$ cat src/rtl/host_bus_initiator.sv
// Host 4A bus master: shifts the word address into two 74HC595 lanes, then runs two byte cycles.
// Optional host READY wait-state input is enabled by defining HOST_BUS_READY_EN.
//
// state    | meaning
// ---------+--------------------------------------------------------------
// IDLE  0  | waiting for a request, req_ready high
// SHIFT 1  | address bits serialised on both lanes, MSB of each lane first
// LATCH 2  | rclk pulse into the 595 storage registers, then one settle clk
// HI_BYTE 3| byte cycle with a15=0 (word bits 15:8)
// LO_BYTE 4| byte cycle with a15=1 (word bits 7:0)
// DONE  5  | bus released, rsp_valid pulse
module host_bus_initiator #(
   parameter int CLK_DIV     = 2,
   parameter int WAIT_CYCLES = 2
) (
   input  logic        clk,
   input  logic        reset_n,
   input  logic        req_valid,
   output logic        req_ready,
   input  logic [15:0] req_addr,
   input  logic        req_write,
   input  logic [15:0] req_wdata,
   output logic        rsp_valid,
   output logic [15:0] rsp_rdata,
   output logic        o_sdo1,
   output logic        o_sdo2,
   output logic        o_serclk,
   output logic        o_rclk,
   output logic        o_memen,
   output logic        o_dbin,
   output logic        o_we,
   output logic        o_a15,
   output logic [7:0]  o_data_bus,
   output logic        o_data_oe,
   input  logic [7:0]  i_data_bus,
`ifdef HOST_BUS_READY_EN
   input  logic        i_ready,
`endif
   output logic [2:0]  state
);

   typedef enum logic [2:0] {
      S_IDLE  = 3'd0,
      S_SHIFT = 3'd1,
      S_LATCH = 3'd2,
      S_HI    = 3'd3,
      S_LO    = 3'd4,
      S_DONE  = 3'd5
   } state_t;

   typedef enum logic [1:0] {
      PH_SETUP  = 2'd0,
      PH_STROBE = 2'd1,
      PH_HOLD   = 2'd2
   } phase_t;

   localparam logic [15:0] DIV_LOAD  = 16'(CLK_DIV - 1);
   localparam logic [15:0] WAIT_LOAD = 16'(WAIT_CYCLES - 1);

   state_t       state_q, state_d;
   phase_t       byte_ph;
   logic [15:1]  addr_q;
   logic         write_q;
   logic [15:0]  wdata_q;
   logic [15:0]  rd_buf;
   logic [15:0]  rsp_rdata_q;
   logic [15:0]  div_cnt;
   logic [15:0]  cnt;
   logic [2:0]   bit_idx;
   logic         ser_hi;
   logic         ready_ok;
   logic [7:0]   lane1, lane2;
   logic         in_byte;
   logic         unused_addr0;

   assign unused_addr0 = req_addr[0];

`ifdef HOST_BUS_READY_EN
   logic [1:0] rdy_sync;

   always_ff @(posedge clk or negedge reset_n) begin
      if (!reset_n) rdy_sync <= 2'b00;
      else          rdy_sync <= {rdy_sync[0], i_ready};
   end

   assign ready_ok = rdy_sync[1];
`else
   assign ready_ok = 1'b1;
`endif

   // TI numbering: An is word-address bit 15-n; A15 (byte select) always shifted as 0.
   assign lane1 = {addr_q[6], addr_q[13], addr_q[9], addr_q[14],
                   addr_q[15], 1'b0, addr_q[8], addr_q[7]};
   assign lane2 = {addr_q[10], addr_q[11], addr_q[3], addr_q[1],
                   addr_q[2], addr_q[12], addr_q[4], addr_q[5]};

   assign in_byte = (state_q == S_HI) || (state_q == S_LO);

   always_ff @(posedge clk or negedge reset_n) begin
      if (!reset_n) state_q <= S_IDLE;
      else          state_q <= state_d;
   end

   always_comb begin
      state_d = state_q;
      case (state_q)
         S_IDLE:  if (req_valid) state_d = S_SHIFT;
         S_SHIFT: if (div_cnt == 16'd0 && ser_hi && bit_idx == 3'd7) state_d = S_LATCH;
         S_LATCH: if (cnt == 16'd0) state_d = S_HI;
         S_HI:    if (byte_ph == PH_HOLD) state_d = S_LO;
         S_LO:    if (byte_ph == PH_HOLD) state_d = S_DONE;
         S_DONE:  state_d = S_IDLE;
         default: state_d = S_IDLE;
      endcase
   end

   always_ff @(posedge clk or negedge reset_n) begin
      if (!reset_n) begin
         addr_q      <= '0;
         write_q     <= 1'b0;
         wdata_q     <= '0;
         rd_buf      <= '0;
         rsp_rdata_q <= '0;
         div_cnt     <= '0;
         cnt         <= '0;
         bit_idx     <= '0;
         ser_hi      <= 1'b0;
         byte_ph     <= PH_SETUP;
      end else begin
         case (state_q)
            S_IDLE: begin
               if (req_valid) begin
                  addr_q  <= req_addr[15:1];
                  write_q <= req_write;
                  wdata_q <= req_wdata;
               end
               div_cnt <= DIV_LOAD;
               bit_idx <= '0;
               ser_hi  <= 1'b0;
            end
            S_SHIFT: begin
               cnt <= 16'd1;
               if (div_cnt == 16'd0) begin
                  div_cnt <= DIV_LOAD;
                  ser_hi  <= !ser_hi;
                  if (ser_hi) bit_idx <= bit_idx + 3'd1;
               end else begin
                  div_cnt <= div_cnt - 16'd1;
               end
            end
            S_LATCH: begin
               if (cnt != 16'd0) cnt <= cnt - 16'd1;
               byte_ph <= PH_SETUP;
            end
            S_HI, S_LO: begin
               case (byte_ph)
                  PH_SETUP: begin
                     byte_ph <= PH_STROBE;
                     cnt     <= WAIT_LOAD;
                  end
                  PH_STROBE: begin
                     // minimum strobe first, then stretched while host READY is low
                     if (cnt != 16'd0) begin
                        cnt <= cnt - 16'd1;
                     end else if (ready_ok) begin
                        byte_ph <= PH_HOLD;
                        if (!write_q) begin
                           if (state_q == S_HI) rd_buf[15:8] <= i_data_bus;
                           else                 rd_buf[7:0]  <= i_data_bus;
                        end
                     end
                  end
                  default: begin
                     byte_ph <= PH_SETUP;
                     if (state_q == S_LO && !write_q) rsp_rdata_q <= rd_buf;
                  end
               endcase
            end
            default: begin
               byte_ph <= PH_SETUP;
            end
         endcase
      end
   end

   always_comb begin
      req_ready  = 1'b0;
      rsp_valid  = 1'b0;
      o_sdo1     = 1'b0;
      o_sdo2     = 1'b0;
      o_serclk   = 1'b0;
      o_rclk     = 1'b0;
      o_memen    = 1'b1;
      o_dbin     = 1'b0;
      o_we       = 1'b1;
      o_a15      = 1'b0;
      o_data_bus = 8'h00;
      o_data_oe  = 1'b0;
      case (state_q)
         S_IDLE:  req_ready = 1'b1;
         S_SHIFT: begin
            o_sdo1   = lane1[3'd7 - bit_idx];
            o_sdo2   = lane2[3'd7 - bit_idx];
            o_serclk = ser_hi;
         end
         S_LATCH: o_rclk = (cnt != 16'd0);
         S_DONE:  rsp_valid = 1'b1;
         default: ;
      endcase
      if (in_byte) begin
         o_memen   = 1'b0;
         o_dbin    = !write_q;
         o_a15     = (state_q == S_LO);
         o_data_oe = write_q;
         o_we      = !(write_q && byte_ph == PH_STROBE);
         if (write_q) o_data_bus = (state_q == S_LO) ? wdata_q[7:0] : wdata_q[15:8];
      end
   end

   assign rsp_rdata = rsp_rdata_q;
   assign state     = state_q;

endmodule

$ cat config.mk
export PLATFORM = sky130hd
export DESIGN_NAME = host_bus_initiator
export DESIGN_NICKNAME = d
export VERILOG_FILES = /design/src/rtl/host_bus_initiator.sv
export SDC_FILE = /design/constraint.sdc
export NUM_CORES = 1
export LEC_CHECK = 0
export CAP_MARGIN = 20
export CORE_MARGIN = 4
export CORE_UTILIZATION = 50
export CTS_CLUSTER_DIAMETER = 120
export DETAILED_ROUTE_END_ITERATION = 10
export PLACE_DENSITY = 0.81
export SETUP_SLACK_MARGIN = 0.5
export SYNTH_ARGS = -nofsm -noshare
export SYNTH_HDL_FRONTEND = slang
export SYNTH_SLANG_ARGS = --single-unit
export TNS_END_PERCENT = 20
$ cat constraint.sdc
create_clock -name clk -period 3 [get_ports clk]
set_input_delay 0.6 -clock clk [delete_from_list [all_inputs] [get_ports clk]]
set_output_delay 0.6 -clock clk [all_outputs]
set_load 0.005 [all_outputs]
==> summary.md, run 1 <==
| Metric | Value |
|---|---|
| Slew @ Worst Pin | `between 0.7 and 0.8 ns` |
| TritonRoute pass-1 iters | `4` |
| Ant diodes | `0` |
| Worst Setup SP | `bit_idx[0]$_DFFE_PN0P_` |
| Count of final setup violators | `0` |
| Total global-route track usage | `between 20% and 30%` |
| Synth Instances | `440` |
| Routed len/inst | `approximately 17 µm` |
| Net Sw Power | `between 1 and 1.5 mW` |
| Fillers | `between 700 and 800` |
| Tmin final | `about 2.6 ns` |
| Placed Instance Area | `slightly above 6000 µm²` |
| Htree depth | `3` |
| Commonest register cell after synthesis | `dfrtp_1` |
| Initial Utilization | `between 50% and 60%` |
| Synth cell types | `53` |
| Initial antenna violation count | `0` |
| Fin cells | `673` |
| Register area share after synthesis | `approximately 52%` |
| Grt total ovfl | `0` |
| Final TNS setup | `0 ns` |
| Max Clock Freq | `between 0.3 and 0.4 GHz` |
| GRT busiest layer | `met2` |
| M2 GR Usage | `~34%` |
| Largest net degree at the start of global routing | `roughly 110` |
| Cell Pwr Density | `~710 nW/µm²` |
| WL final | `11.2 mm` |
| R2R Path Start | `cnt[2]$_DFFE_PN0P_` |
| Leakage | `between 2 and 3 nW` |
| Hold_ws | `just under 0.3 ns` |
| Via count of the routed design | `about 3700` |
| Sw Share | `roughly a third` |
| Syn avg cell area | `around 11 µm²` |
| Nets | `about 590` |
| Max Cap Violations | `0` |
| Flops & latches, synth | `approximately 110` |
| R2R Path End | `rd_buf[13]$_DFFE_PN0P_` |
| Cell Area, Synth | `approximately 5000 µm²` |
| Vias per cell | `5.50` |
| Setup CP Type | `flop to output port` |
| Layout cells sized above 1 | `between 20% and 30%` |
| Nature of the critical path endpoint | `output port` |
| Met3 GRT Util | `under 10%` |
| Syn Nets | `slightly below 500` |
| Core Util, Final | `between 60% and 70%` |
| Leading cell types in the layout, fill and taps excluded | `104 x dfrtp_1, 67 x clkdlybuf4s50_1, 48 x mux2_2` |
| Critical Path Fanout Max | `8` |
| Worst R2R Setup Slack | `approximately 0.47 ns` |
| M1 GR Usage | `roughly a quarter` |
| RSZ-0062 raised after global routing | `true` |
| CTS root buf | `clkbuf_8` |
| Commonest non-fill, non-tap cell in the layout | `dfrtp_1` |
| Place WS | `approximately 0.34 ns` |
| Logic pwr share | `31.4%` |
| Register share of total power | `46.5%` |
| Final Worst Setup Slack | `between 0.3 and 0.4 ns` |
| Vias in the first global route | `3962` |
| Period utilisation layout | `between 80 and 90%` |
| Post-synth ARST share | `100%` |
| Total Die Area | `approximately 12000 µm²` |
| Worst r2r path cells | `6` |
| Worst Path Required | `2.40 ns` |
| Die Width | `around 110 µm` |
| Yosys warns | `0` |
| Worst skew pair latency | `between 0.3 and 0.4 ns` |
| Core area | `~9800 µm²` |
| DP HPWL | `7.71 mm` |
| Row cnt | `36` |
| Antenna viol nets, final | `0` |
| Run status | `finished clean` |
| Die boundary height | `roughly 110 µm` |
| Worst Path Arrival | `2.03 ns` |
| Slew headroom | `about 52%` |
| Pwr Total | `4.51 mW` |
| Int Power | `approximately 3.1 mW` |
| I/O Pins | `82` |
| Max Clock Skew | `a little over 0.009 ns` |
| Crit start category | `flop` |
| Worst min path class | `input port to async pin` |
| CTS sink cnt | `~110` |
| Clock power share | `around 22%` |
| Max VDD drop | `about 0.44 mV` |
| Inst Count DP | `approximately 650` |
| # port buffers | `80` |
| EDFF count, synth | `0` |
| First-pass GRT wire length | `about 19 mm` |
| Endpoints failing hold | `0` |
| Clock slew at reported path FFs | `0.10 ns` |
| Max-slew violation count | `0` |
| Design area | `roughly 6400 µm²` |
| Area grow syn2layout | `26.9%` |
| CTS tree | `built` |
| GPL Wtd Cong | `0.841` |
| Initial DRC Count | `approximately 260` |
| Num CTS Buffers | `9` |
| Drt drc | `0` |
| CTS Buffer Depth | `2` |
-- metal layers --
layer	share of wire, %	wire, µm	vias up
met2	47	5300	104
met3	7.8	872	9
met4	1.1	123	0
li1	-	-	1766
met1	44	4910	1820
met5	0	0	-
-- kinds of logic after synthesis --
| group | share of synthesized area [%] |
|---|---|
| xor+xnor | 2.44 |
| simple gates | 16.6 |
| buf+inv | 2.47 |
| fa+ha+maj | 1.50 |
| compound gates | 7.20 |
| flops | 52.3 |
| mux | 17.5 |
-- power groups by stage --
stage | registers, mW | clock network (mW) | logic (mW)
floorplan | 2.02 | 0 | 0.981
global placement | 2.09 | 0 | 1.31
detailed placement | 2.12 | 0 | 1.38
CTS | 2.10 | 1.01 | 1.42
global route | 2.17 | 1.07 | 1.57
finish | 2.10 | 0.995 | 1.42
-- synth_stat cells (4+ instances only) --
| master | count | area [µm²] |
|---|---|---|
| xor2_1 | 13 | 114 |
| mux2_2 | 48 | 541 |
| and2_1 | 4 | 25.0 |
| nand4b_1 | 4 | 35.0 |
| nand3_1 | 10 | 50.1 |
| nand4_1 | 8 | 50.1 |
| nand2_1 | 40 | 150 |
| nor4_1 | 5 | 31.3 |
| o21ai_0 | 11 | 55.1 |
| or3b_2 | 5 | 43.8 |
| a21oi_1 | 18 | 90.1 |
| nor2_1 | 45 | 169 |
| inv_1 | 11 | 41.3 |
| nand2b_1 | 4 | 25.0 |
| dfrtp_1 | 105 | 2630 |
| ha_1 | 6 | 75.1 |
| nor3_1 | 10 | 50.1 |
| mux2_4 | 16 | 240 |
| clkbuf_1 | 12 | 45.0 |
| nand3b_1 | 4 | 30.0 |
-- worst max-delay path by stage --
stage,end,depth (start not counted),slack (ns)
after detailed placement,o_we,5,0.34
after global routing,o_sdo2,4,0.25
after CTS,o_data_bus[5],6,0.26
final,o_sdo2,4,0.37
after global placement,o_we,5,0.36
after floorplan,rd_buf[0]$_DFFE_PN0P_,6,0.53
-- state kept, by name, indices dropped and copies added, names as in the netlist --
| signal | cells |
|---|---|
| addr_q | 15 |
| bit_idx | 3 |
| byte_ph | 2 |
| cnt | 16 |
| div_cnt | 16 |
| rd_buf | 16 |
| rsp_rdata | 16 |
| ser_hi | 1 |
| state | 3 |
| wdata_q | 16 |
| write_q | 1 |
-- what timing repair did --
action                     CTS  global route
pin swaps                    2             2
hold buffers                 0             0
buffers inserted             6             0
gates resized for setup     25            10
setup endpoints to repair   28            33
hold endpoints to repair     0             0
-- worst max-delay path, stage by stage (launching register included) --
cell,delay [ns]
dfrtp_2,0.49
mux4_2,0.52
mux2i_1,0.14
nor2_1,0.06
clkdlybuf4s50_1,0.45
-- layout make-up --
cell class | count | area (µm²) | share of cell area, %
Inverter | 12 | 50.0 | 0.786
Tap cell | 133 | 166 | 2.61
Multi-Input combinational cell | 306 | 2310 | 36.2
Clock buffer | 11 | 151 | 2.38
Timing Repair Buffer | 102 | 990 | 15.5
Clock inverter | 4 | 76.3 | 1.20
Sequential cell | 105 | 2630 | 41.3
(Power assumes the default switching activity.)
==> inputs of run 2 (changes only) <==
--- a/config.mk
+++ b/config.mk
@@ -6,7 +6,6 @@
 export NUM_CORES = 1
 export LEC_CHECK = 0
 export CAP_MARGIN = 20
-export CORE_MARGIN = 4
 export CORE_UTILIZATION = 50
 export CTS_CLUSTER_DIAMETER = 120
 export DETAILED_ROUTE_END_ITERATION = 10
==> summary.md, run 2 (same netlist as run 1, synthesis figures left out) <==
| Metric | Value |
|---|---|
| Area grow syn2layout | `27.4%` |
| GPL Wtd Cong | `0.890` |
| Crit start category | `flop` |
| DP HPWL | `about 7.5 mm` |
| Vias per cell | `~5.5` |
| # port buffers | `80` |
| Max Cap Violations | `0` |
| CP max-delay cell | `or3b_2` |
| CP Cell Sequence | `buf_4, or3b_2, nor2_1, clkdlybuf4s50_1` |
| Commonest non-fill, non-tap cell in the layout | `dfrtp_1` |
| TritonRoute pass-1 iters | `4` |
| Nature of the critical path endpoint | `output port` |
| Core Util, Final | `65.7%` |
| Setup CP Type | `flop to output port` |
| Fillers | `roughly 760` |
| Nets | `just under 600` |
| Number of buffers and inverters on the critical path | `2` |
| CTS tree | `built` |
| Cell Pwr Density | `710 nW/µm²` |
| CTS sink cnt | `roughly 110` |
| Leading cell types in the layout, fill and taps excluded | `104 x dfrtp_1, 69 x clkdlybuf4s50_1, 48 x mux2_2` |
| Initial Utilization | `between 50% and 60%` |
| Row cnt | `36` |
| Count of final setup violators | `0` |
| Worst min path class | `input port to async pin` |
| CTS Buffer Depth | `2` |
| WL final | `10.8 mm` |
| Die boundary height | `about 100 µm` |
| Num CTS Buffers | `9` |
| Via count of the routed design | `3733` |
| Crit path max-delay family | `buffers and inverters` |
| Hold-fix buffers at CTS | `0` |
| Run status | `finished clean` |
| Total Die Area | `approximately 10000 µm²` |
| Period utilisation layout | `91.9%` |
| Core area | `9730 µm²` |
| Pwr Total | `~4.5 mW` |
| Max Clock Freq | `between 0.3 and 0.4 GHz` |
| Total global-route track usage | `between 20% and 30%` |
| Critical Path Fanout Max | `14` |
| Final TNS setup | `0 ns` |
| Endpoints failing hold | `0` |
| Biggest cell delay along the critical path | `approximately 0.52 ns` |
| Max-slew violation count | `0` |
| Worst Path Required | `about 2.4 ns` |
| Antenna viol nets, final | `0` |
| I/O Pins | `roughly 80` |
| Grt total ovfl | `0` |
| Clock slew at reported path FFs | `around 0.1 ns` |
| Leakage | `2.92 nW` |
| Slew headroom | `between 50% and 60%` |
| Routed len/inst | `about 16 µm` |
| Die Width | `~100 µm` |
| Tmin final | `2.76 ns` |
| Worst Path Arrival | `about 2.2 ns` |
| Slew @ Worst Pin | `about 0.73 ns` |
| CTS root buf | `clkbuf_8` |
| First-pass GRT wire length | `17.8 mm` |
| Largest net degree at the start of global routing | `between 50 and 60` |
| FF/Latch Area | `approximately 2600 µm²` |
| Vias in the first global route | `around 3700` |
| RSZ-0062 raised after global routing | `true` |
| Ant diodes | `0` |
| Htree depth | `3` |
| Max VDD drop | `0.468 mV` |
| Worst skew pair latency | `~0.38 ns` |
| Multi-input combinational cell area | `between 2000 and 2500 µm²` |
| Initial antenna violation count | `0` |
| Max Clock Skew | `between 0.01 and 0.015 ns` |
| Drt drc | `0` |
| Layout cells sized above 1 | `between 20% and 30%` |
| Initial DRC Count | `approximately 140` |
run 2: cell count changes in the layout (fill, tap and decap cells not counted), sizes merged:
cell / before / now
inv: 11 / 14
clkdlybuf4s15: 3 / 1
clkdlybuf4s50: 67 / 69
dlygate4sd2: 2 / 4
clkbuf: 11 / 10
clkinvlp: 1 / 0
dlymetal6s2s: 6 / 5
run 2: power by group:
part | internal, mW | switching [mW]
registers | 1.80 | 0.299
logic | 0.757 | 0.664
clock network | 0.504 | 0.516
run 2: layer usage:
metal  share of wire [%]  up-vias  GRT usage, %
li1                    -     1761             -
met1                  43     1853          28.0
met2                  48      107          36.2
met3                 7.3       12          6.91
met4                 1.5        0          8.35
met5                   0        -             0
run 2: layout make-up:
cell class | instances | area share (%)
clock inverters | 6 | 1.49
repair buffers | 103 | 15.7
flip-flops and latches | 105 | 41.1
well taps | 133 | 2.60
multi-input cells | 306 | 36.2
clock buffers | 10 | 2.15
inverters | 12 | 0.783
run 2: worst paths after layout:
| kind | slack [ns] | cells after the start | from | end |
|---|---|---|---|---|
| setup / recovery | 0.24 | 4 | state[1]$_DFFE_PN0P_ | o_sdo2 |
| hold / removal | 0.27 | 1 | reset_n | cnt[11]$_DFFE_PN0P_ |
| setup reg to reg | 0.47 | 6 | cnt[2]$_DFFE_PN0P_ | rd_buf[8]$_DFFE_PN0P_ |
| hold reg to reg | 0.51 | 1 | div_cnt[15]$_DFFE_PN0N_ | div_cnt[15]$_DFFE_PN0N_ |
| max in group asynchronous | 2.00 | 2 | reset_n | bit_idx[0]$_DFFE_PN0P_ |
| min in group clk | 0.51 | 1 | div_cnt[15]$_DFFE_PN0N_ | div_cnt[15]$_DFFE_PN0N_ |
run 2: metrics by stage:
stage                     instances  hold slack (ns)  setup slack (ns)  instance area, µm²
after CTS                       670            0.289             0.226                6320
after detailed placement        652            0.491             0.319                6040
final                           675            0.274             0.243                6390
after global routing            675            0.328             0.192                6390
after floorplan                 440            0.304             0.531                5020
after global placement          652            0.486             0.366                6040
run 2: timing repair:
action                                  4_1_cts  5_1_grt
endpoints found under the setup margin       33       35
resized for setup                            18       11
pin swaps                                     2        2
buffers inserted                              2        5
gates cloned                                  0        0
